`config.mk`:
```
export PLATFORM = sky130hd
export DESIGN_NAME = sram_req_adapter_flat
export DESIGN_NICKNAME = d
export VERILOG_FILES = /design/src/rtl/sram_req_adapter_if.sv /design/src/rtl/sram_req_adapter.sv /design/src/flat_wrapper.sv
export SDC_FILE = /design/constraint.sdc
export NUM_CORES = 1
export LEC_CHECK = 0
export ABC_AREA = 1
export BUFFER_PORTS_ARGS = -buffer_cell sky130_fd_sc_hd__buf_4
export CAP_MARGIN = 15
export CORE_AREA = 2 2 82 84
export CTS_BUF_LIST = sky130_fd_sc_hd__clkbuf_4
export DETAILED_ROUTE_END_ITERATION = 8
export DIE_AREA = 0 0 84 86
export PLACE_DENSITY = 0.82
export SLEW_MARGIN = 5
export SYNTH_ARGS = -nofsm -noshare
export SYNTH_HDL_FRONTEND = slang
export SYNTH_SLANG_ARGS = --single-unit
```
`constraint.sdc`:
```
create_clock -name clk -period 4.25 [get_ports clk]
set_clock_uncertainty 0.05 [all_clocks]
set_input_delay 1.275 -clock clk [delete_from_list [all_inputs] [get_ports clk]]
set_output_delay 1.275 -clock clk [all_outputs]
set_load 0.02 [all_outputs]
```
`src/rtl/sram_req_adapter_if.sv`:
```
// Handshake bundle between a pipeline SRAM-style port and a variable-latency memory bus.
// slave: adapter view (takes the cpu request and the bus response, drives the bus request and read data).
// master: environment view (the pipeline plus the bus model), with every direction reversed.
interface sram_req_adapter_if #(
    parameter int AW = 32,
    parameter int DW = 32
);
    logic            flush;
    logic            cpu_en;
    logic [DW/8-1:0] cpu_we;
    logic [AW-1:0]   cpu_addr;
    logic [DW-1:0]   cpu_wdata;
    logic            stallreq;
    logic            cpu_rvalid;
    logic [DW-1:0]   cpu_rdata;
    logic            bus_req;
    logic [DW/8-1:0] bus_we;
    logic [AW-1:0]   bus_addr;
    logic [DW-1:0]   bus_wdata;
    logic            bus_gnt;
    logic            bus_rvalid;
    logic [DW-1:0]   bus_rdata;
    logic            busy;
    logic [1:0]      err;

    modport slave (
        input  flush, cpu_en, cpu_we, cpu_addr, cpu_wdata, bus_gnt, bus_rvalid, bus_rdata,
        output stallreq, cpu_rvalid, cpu_rdata, bus_req, bus_we, bus_addr, bus_wdata, busy, err
    );

    modport master (
        output flush, cpu_en, cpu_we, cpu_addr, cpu_wdata, bus_gnt, bus_rvalid, bus_rdata,
        input  stallreq, cpu_rvalid, cpu_rdata, bus_req, bus_we, bus_addr, bus_wdata, busy, err
    );
endinterface

```
`src/rtl/sram_req_adapter.sv`:
```
// Adapts a pipeline SRAM port to a granted, in-order-response bus and tracks up to DEPTH outstanding accesses.
// Latency: the issue path is combinational; cpu_rvalid is registered one cycle after the accepting bus_rvalid.
// Backpressure: stallreq is raised while cpu_en is set and the access is not issued (FIFO full or no bus_gnt).
// Ports: clk, rst_n (synchronous, active-low); sif (slave modport) carries flush, the cpu_* request,
//        stallreq, cpu_rvalid/cpu_rdata, the bus_* request/response, busy and sticky err {timeout, spurious}.
// Optional: define SRAM_ADAPTER_TIMEOUT_EN to abort the head entry after TIMEOUT cycles without a response.
module sram_req_adapter #(
    parameter int AW      = 32,
    parameter int DW      = 32,
    parameter int DEPTH   = 2,
    parameter int TIMEOUT = 255
) (
    input  logic              clk,
    input  logic              rst_n,
    sram_req_adapter_if.slave sif
);
    localparam int PW = $clog2(DEPTH);
    localparam int CW = PW + 1;

    // Reject parameter sets the pointer arithmetic and the wait counter cannot handle.
    if ((DEPTH < 2) || ((DEPTH & (DEPTH - 1)) != 0) || (TIMEOUT < 1) || ((DW % 8) != 0)) begin : g_bad_param
        $error("sram_req_adapter: DEPTH must be a power of 2 >= 2, TIMEOUT >= 1, DW a multiple of 8");
    end

    // Tag FIFO held as flat per-entry bits, so a flush can mark every entry dropped in one cycle.
    logic [DEPTH-1:0] tag_rd;
    logic [DEPTH-1:0] tag_drop;
    logic [PW-1:0]    wr_ptr;
    logic [PW-1:0]    rd_ptr;
    logic [CW-1:0]    count;

    logic             rvalid_q;
    logic [DW-1:0]    rdata_q;
    logic [1:0]       err_q;

    logic full;
    logic issue;
    logic rsp_pop;
    logic tmo_pop;
    logic pop;
    logic head_fwd;
    logic spurious;

    assign full     = (count == CW'(DEPTH));
    assign sif.bus_req   = rst_n & sif.cpu_en & ~full & ~sif.flush;
    assign issue    = sif.bus_req & sif.bus_gnt;
    assign sif.stallreq  = sif.cpu_en & ~issue & ~sif.flush;

    assign rsp_pop  = sif.bus_rvalid & (count != '0);
    assign pop      = rsp_pop | tmo_pop;
    // A head entry popped in the same cycle as a flush belongs to a killed access.
    assign head_fwd = tag_rd[rd_ptr] & ~tag_drop[rd_ptr] & ~sif.flush;
    // A response that arrives together with the first issue into an empty FIFO is not counted as spurious.
    assign spurious = sif.bus_rvalid & (count == '0) & ~issue;

    assign sif.bus_we     = sif.cpu_we;
    assign sif.bus_addr   = sif.cpu_addr[AW-1:0];
    assign sif.bus_wdata  = sif.cpu_wdata[DW-1:0];
    assign sif.cpu_rvalid = rvalid_q;
    assign sif.cpu_rdata  = rdata_q;
    assign sif.busy       = (count != '0);
    assign sif.err        = err_q;

`ifdef SRAM_ADAPTER_TIMEOUT_EN
    localparam int WW = $clog2(TIMEOUT + 1);
    logic [WW-1:0] wait_cnt;

    // Fire on the cycle whose increment would take the counter to TIMEOUT, so the abort
    // response appears TIMEOUT+1 cycles after issue, mirroring a real response at that edge.
    assign tmo_pop = (count != '0) & ~sif.bus_rvalid & (wait_cnt == WW'(TIMEOUT - 1));

    always_ff @(posedge clk) begin
        if (!rst_n) begin
            wait_cnt <= '0;
        end else if ((count == '0) || pop) begin
            wait_cnt <= '0;
        end else begin
            wait_cnt <= wait_cnt + WW'(1);
        end
    end
`else
    assign tmo_pop = 1'b0;
`endif

    always_ff @(posedge clk) begin
        if (!rst_n) begin
            tag_rd   <= '0;
            tag_drop <= '0;
            wr_ptr   <= '0;
            rd_ptr   <= '0;
            count    <= '0;
            rvalid_q <= 1'b0;
            rdata_q  <= '0;
            err_q    <= '0;
        end else begin
            // Unused slots may be marked too; they are rewritten on push. Push never coincides with flush.
            if (sif.flush) begin
                tag_drop <= '1;
            end
            if (issue) begin
                tag_rd[wr_ptr]   <= (sif.cpu_we == '0);
                tag_drop[wr_ptr] <= 1'b0;
                wr_ptr           <= wr_ptr + PW'(1);
            end
            if (pop) begin
                rd_ptr <= rd_ptr + PW'(1);
            end
            case ({issue, pop})
                2'b10:   count <= count + CW'(1);
                2'b01:   count <= count - CW'(1);
                default: count <= count;
            endcase

            rvalid_q <= pop & head_fwd;
            if (pop & head_fwd) begin
                rdata_q <= tmo_pop ? {(DW/32){32'hDEADBEEF}} : sif.bus_rdata;
            end

            if (spurious) begin
                err_q[0] <= 1'b1;
            end
            if (tmo_pop) begin
                err_q[1] <= 1'b1;
            end
        end
    end
endmodule
```
`src/flat_wrapper.sv`:
```
// flat-port wrapper written by rule: the top's interface ports become plain ports
module sram_req_adapter_flat 
#(
    parameter int AW      = 32,
    parameter int DW      = 32,
    parameter int DEPTH   = 2,
    parameter int TIMEOUT = 255
)
  (clk, rst_n, sif_flush, sif_cpu_en, sif_cpu_we, sif_cpu_addr, sif_cpu_wdata, sif_bus_gnt, sif_bus_rvalid, sif_bus_rdata, sif_stallreq, sif_cpu_rvalid, sif_cpu_rdata, sif_bus_req, sif_bus_we, sif_bus_addr, sif_bus_wdata, sif_busy, sif_err);
  sram_req_adapter_if #(.AW(AW), .DW(DW)) sif_i ();
  input  logic clk;
  input  logic rst_n;
  input wire logic [$bits(sif_i.flush)-1:0] sif_flush;
  input wire logic [$bits(sif_i.cpu_en)-1:0] sif_cpu_en;
  input wire logic [$bits(sif_i.cpu_we)-1:0] sif_cpu_we;
  input wire logic [$bits(sif_i.cpu_addr)-1:0] sif_cpu_addr;
  input wire logic [$bits(sif_i.cpu_wdata)-1:0] sif_cpu_wdata;
  input wire logic [$bits(sif_i.bus_gnt)-1:0] sif_bus_gnt;
  input wire logic [$bits(sif_i.bus_rvalid)-1:0] sif_bus_rvalid;
  input wire logic [$bits(sif_i.bus_rdata)-1:0] sif_bus_rdata;
  output wire logic [$bits(sif_i.stallreq)-1:0] sif_stallreq;
  output wire logic [$bits(sif_i.cpu_rvalid)-1:0] sif_cpu_rvalid;
  output wire logic [$bits(sif_i.cpu_rdata)-1:0] sif_cpu_rdata;
  output wire logic [$bits(sif_i.bus_req)-1:0] sif_bus_req;
  output wire logic [$bits(sif_i.bus_we)-1:0] sif_bus_we;
  output wire logic [$bits(sif_i.bus_addr)-1:0] sif_bus_addr;
  output wire logic [$bits(sif_i.bus_wdata)-1:0] sif_bus_wdata;
  output wire logic [$bits(sif_i.busy)-1:0] sif_busy;
  output wire logic [$bits(sif_i.err)-1:0] sif_err;
  assign sif_i.flush = sif_flush;
  assign sif_i.cpu_en = sif_cpu_en;
  assign sif_i.cpu_we = sif_cpu_we;
  assign sif_i.cpu_addr = sif_cpu_addr;
  assign sif_i.cpu_wdata = sif_cpu_wdata;
  assign sif_i.bus_gnt = sif_bus_gnt;
  assign sif_i.bus_rvalid = sif_bus_rvalid;
  assign sif_i.bus_rdata = sif_bus_rdata;
  assign sif_stallreq = sif_i.stallreq;
  assign sif_cpu_rvalid = sif_i.cpu_rvalid;
  assign sif_cpu_rdata = sif_i.cpu_rdata;
  assign sif_bus_req = sif_i.bus_req;
  assign sif_bus_we = sif_i.bus_we;
  assign sif_bus_addr = sif_i.bus_addr;
  assign sif_bus_wdata = sif_i.bus_wdata;
  assign sif_busy = sif_i.busy;
  assign sif_err = sif_i.err;
  sram_req_adapter #(.AW(AW), .DW(DW), .DEPTH(DEPTH), .TIMEOUT(TIMEOUT)) u_core (.clk(clk), .rst_n(rst_n), .sif(sif_i));
endmodule
```
==> flow_summary.json <==
{
  "synthDistinctLibCells": 20,
  "die_height_um": 86,
  "rows": 29,
  "drc": 0,
  "slew_headroom_pct": 53.7,
  "max_freq_mhz": 281,
  "clock_path_buffers": 2,
  "hp-start": "u_core.sif.cpu_rdata[12]$_SDFFE_PN0P_",
  "post_drt_wl_per_cell_um": 10.6,
  "critical_path.startpoint_type": "input pin",
  "vias_per_cell": 4.58,
  "min_to": "u_core.sif.cpu_rdata[12]$_SDFFE_PN0P_",
  "cts_root_buffer": "clkbuf_4",
  "drv_cap": 0,
  "setup-violations-final": 0,
  "clk_pin_slew_ns": 0.12,
  "antenna_found_initial": 0,
  "io_pins": 212,
  "multi_input_area_um2": 800,
  "n_antenna_cell": 0,
  "drive_gt1_share_pct": 27.9,
  "synth_edf_count": 0,
  "ff_latch_area_um2": 841,
  "synth_cells": 351,
  "synth-warning-count": 0,
  "area_growth_syn_to_layout_pct": 6.75,
  "grt_pass1_wl_um": 7530,
  "async_reset_ff_share_pct": 0,
  "critPathMaxFanout": 6,
  "route.final.wire_length_um": 4630,
  "startpoint": "sif_flush",
  "hold_buffers": 0,
  "track_usage_pct": 12.4,
  "arrival_ns": 2.23,
  "die_area_mm2": 0.00722,
  "min_path_cells": 2,
  "drv_slew": 0,
  "cts_max_level": 2,
  "start_util_pct": 39.0,
  "worst_ir_drop_vdd_v": 0.000115,
  "hpwl_um": 3360,
  "r2r_cells": 8,
  "crit_required_ns": 2.92,
  "firstDrtPassIters": 4,
  "r2r_start": "u_core.count[0]$_SDFFE_PN0P_",
  "vias": 1994,
  "gr-total-overflow": 0,
  "coreArea_mm2": 0.00628,
  "synth-main-ff-cell": "dfxtp_1",
  "cts_buffers": 5,
  "cts_tree": "yes",
  "nets": 464,
  "synth-seq-cells": 42,
  "leakage_nw": 1.34,
  "power.density_mw_per_mm2": 267,
  "gp_congestion": 0.731,
  "clock_sinks": 42,
  "min_path_type": "reg2reg",
  "post_cts_resized": 0,
  "fillers": 674,
  "synthesis.nets": 458,
  "io_buffers": 82,
  "ys_seq_area_share_pct": 34.4,
  "cts_setup_buffers": 0,
  "postSynthAreaPerCell_um2": 6.97,
  "hold_viol_final": 0,
  "grt_max_degree": 40,
  "fin_crit_ns": 3.56,
  "tightest_slew_ns": 0.692,
  "fin_crit_sh_pct": 83.7,
  "finalSetupTns_ns": 0,
  "cp-end-kind": "output port",
  "fin_cells": 435,
  "grt_pass1_vias": 1793,
  "chipWidth_um": 84,
  "crit_type": "in2out",
  "drt_iter0_drc": 61,
  "rr_endpoint": "u_core.sif.cpu_rdata[30]$_SDFFE_PN0P_",
  "rsz0062_at_grt": "false",
  "netlist_area_mm2": 0.00245,
  "r2r_slack_ns": 2.21,
  "ant_nets": 0,
  "outcome": "finished, final reports clean",
  "dp_cells": 427,
  "insertion_delay_ns": 0.34
}
through the flow:
step	area (um2)	setup WS [ns]	util [%]	total power, mW	hold slack, ns
after floorplan	2450	0.906	-	0.559	0.399
after global placement	2560	0.777	40.8	0.511	0.408
after detailed placement	2560	0.702	40.8	0.513	0.421
after CTS	2610	0.697	41.6	0.714	0.452
after global routing	2610	0.641	41.6	0.739	0.476
final	2610	0.691	41.6	0.697	0.446
sequential cells by signal, summed over array words and instances, names as in the netlist:
register and cells:
u_core.rd_ptr 1, u_core.sif.cpu_rvalid 1, u_core.wr_ptr 1, u_core.sif.err 1, u_core.sif.cpu_rdata 32, u_core.tag_rd 2
u_core.count 2, u_core.tag_drop 2
Yosys cell counts (2+ instances only):
cell type,number,area (um2)
a21oi_1,38,190
buf_1,3,11.3
buf_2,9,45.0
buf_4,69,518
buf_6,6,67.6
dfxtp_1,42,841
inv_1,45,169
inv_2,2,7.51
nand2_1,44,165
nand2_2,2,12.5
nand3_1,36,180
nand4_1,2,12.5
nor2_1,44,165
o21ai_0,3,15.0
power by group:
part,switching (mW),internal [mW]
Combinational,0.0537,0.0463
Clock,0.125,0.0688
Sequential,0.00401,0.399
worst max path at each step:
| stage | end |
|---|---|
| 5_1_grt | sif_stallreq |
| 3_5_place_dp | sif_stallreq |
| 2_1_floorplan | sif_stallreq |
| 4_1_cts | sif_stallreq |
| 6_report | sif_stallreq |
| 3_3_place_gp | sif_stallreq |
kinds of logic (layout without fill, tap and decap cells):
family	Yosys count	after routing	synth area share [%]
buffers and inverters	134	141	33.4
AOI/OAI and AO/OA	42	42	8.59
other	1	1	0.153
xor gates and xnor gates	1	1	0.358
adders and majority gates	1	1	0.511
DFF	42	42	34.4
and+or+nand+nor	130	130	22.6
cells in the final DEF, fill, tap and decap left out:
cell type	synthesis	routed
a21oi_1	38	38
buf_4	69	86
clkbuf_4	0	6
clkinv_1	0	1
clkinv_2	0	1
conb_1	1	1
dfxtp_1	42	42
ha_1	1	1
inv_1	45	45
inv_2	2	2
nand2_1	44	44
nand2_2	2	2
nand3_1	36	36
nand4_1	2	2
nor2_1	44	44
nor2_2	1	1
nor2_4	1	1
o21ai_0	3	3
o21ai_4	0	1
xor2_1	1	1
area by class of cell:
type                       instances  area share, %
sequential                        42           32.2
multi-input combinational        175           30.6
timing repair buffer              86           24.7
inverter                          47           6.75
tap                               77           3.69
clock buffer                       6           1.72
clock inverter                     2          0.335
worst max-delay path, cell delays in order:
cell and delay [ns]:
buf_4 0.14, inv_1 0.07, nand3_1 0.08, nor2_2 0.23, nand2_1 0.17, nand2_1 0.09
nor2_1 0.04, buf_4 0.15
metal layers:
metal / vias up / wire [um] / GRT usage (%)
li1: 1017 / - / -
met1: 888 / 1960 / 13.1
met2: 76 / 2220 / 22.5
met3: 13 / 376 / 4.52
met4: 0 / 65 / 4.69
met5: - / 0 / 0
No activity file was read; power rests on OpenSTA's default activity.
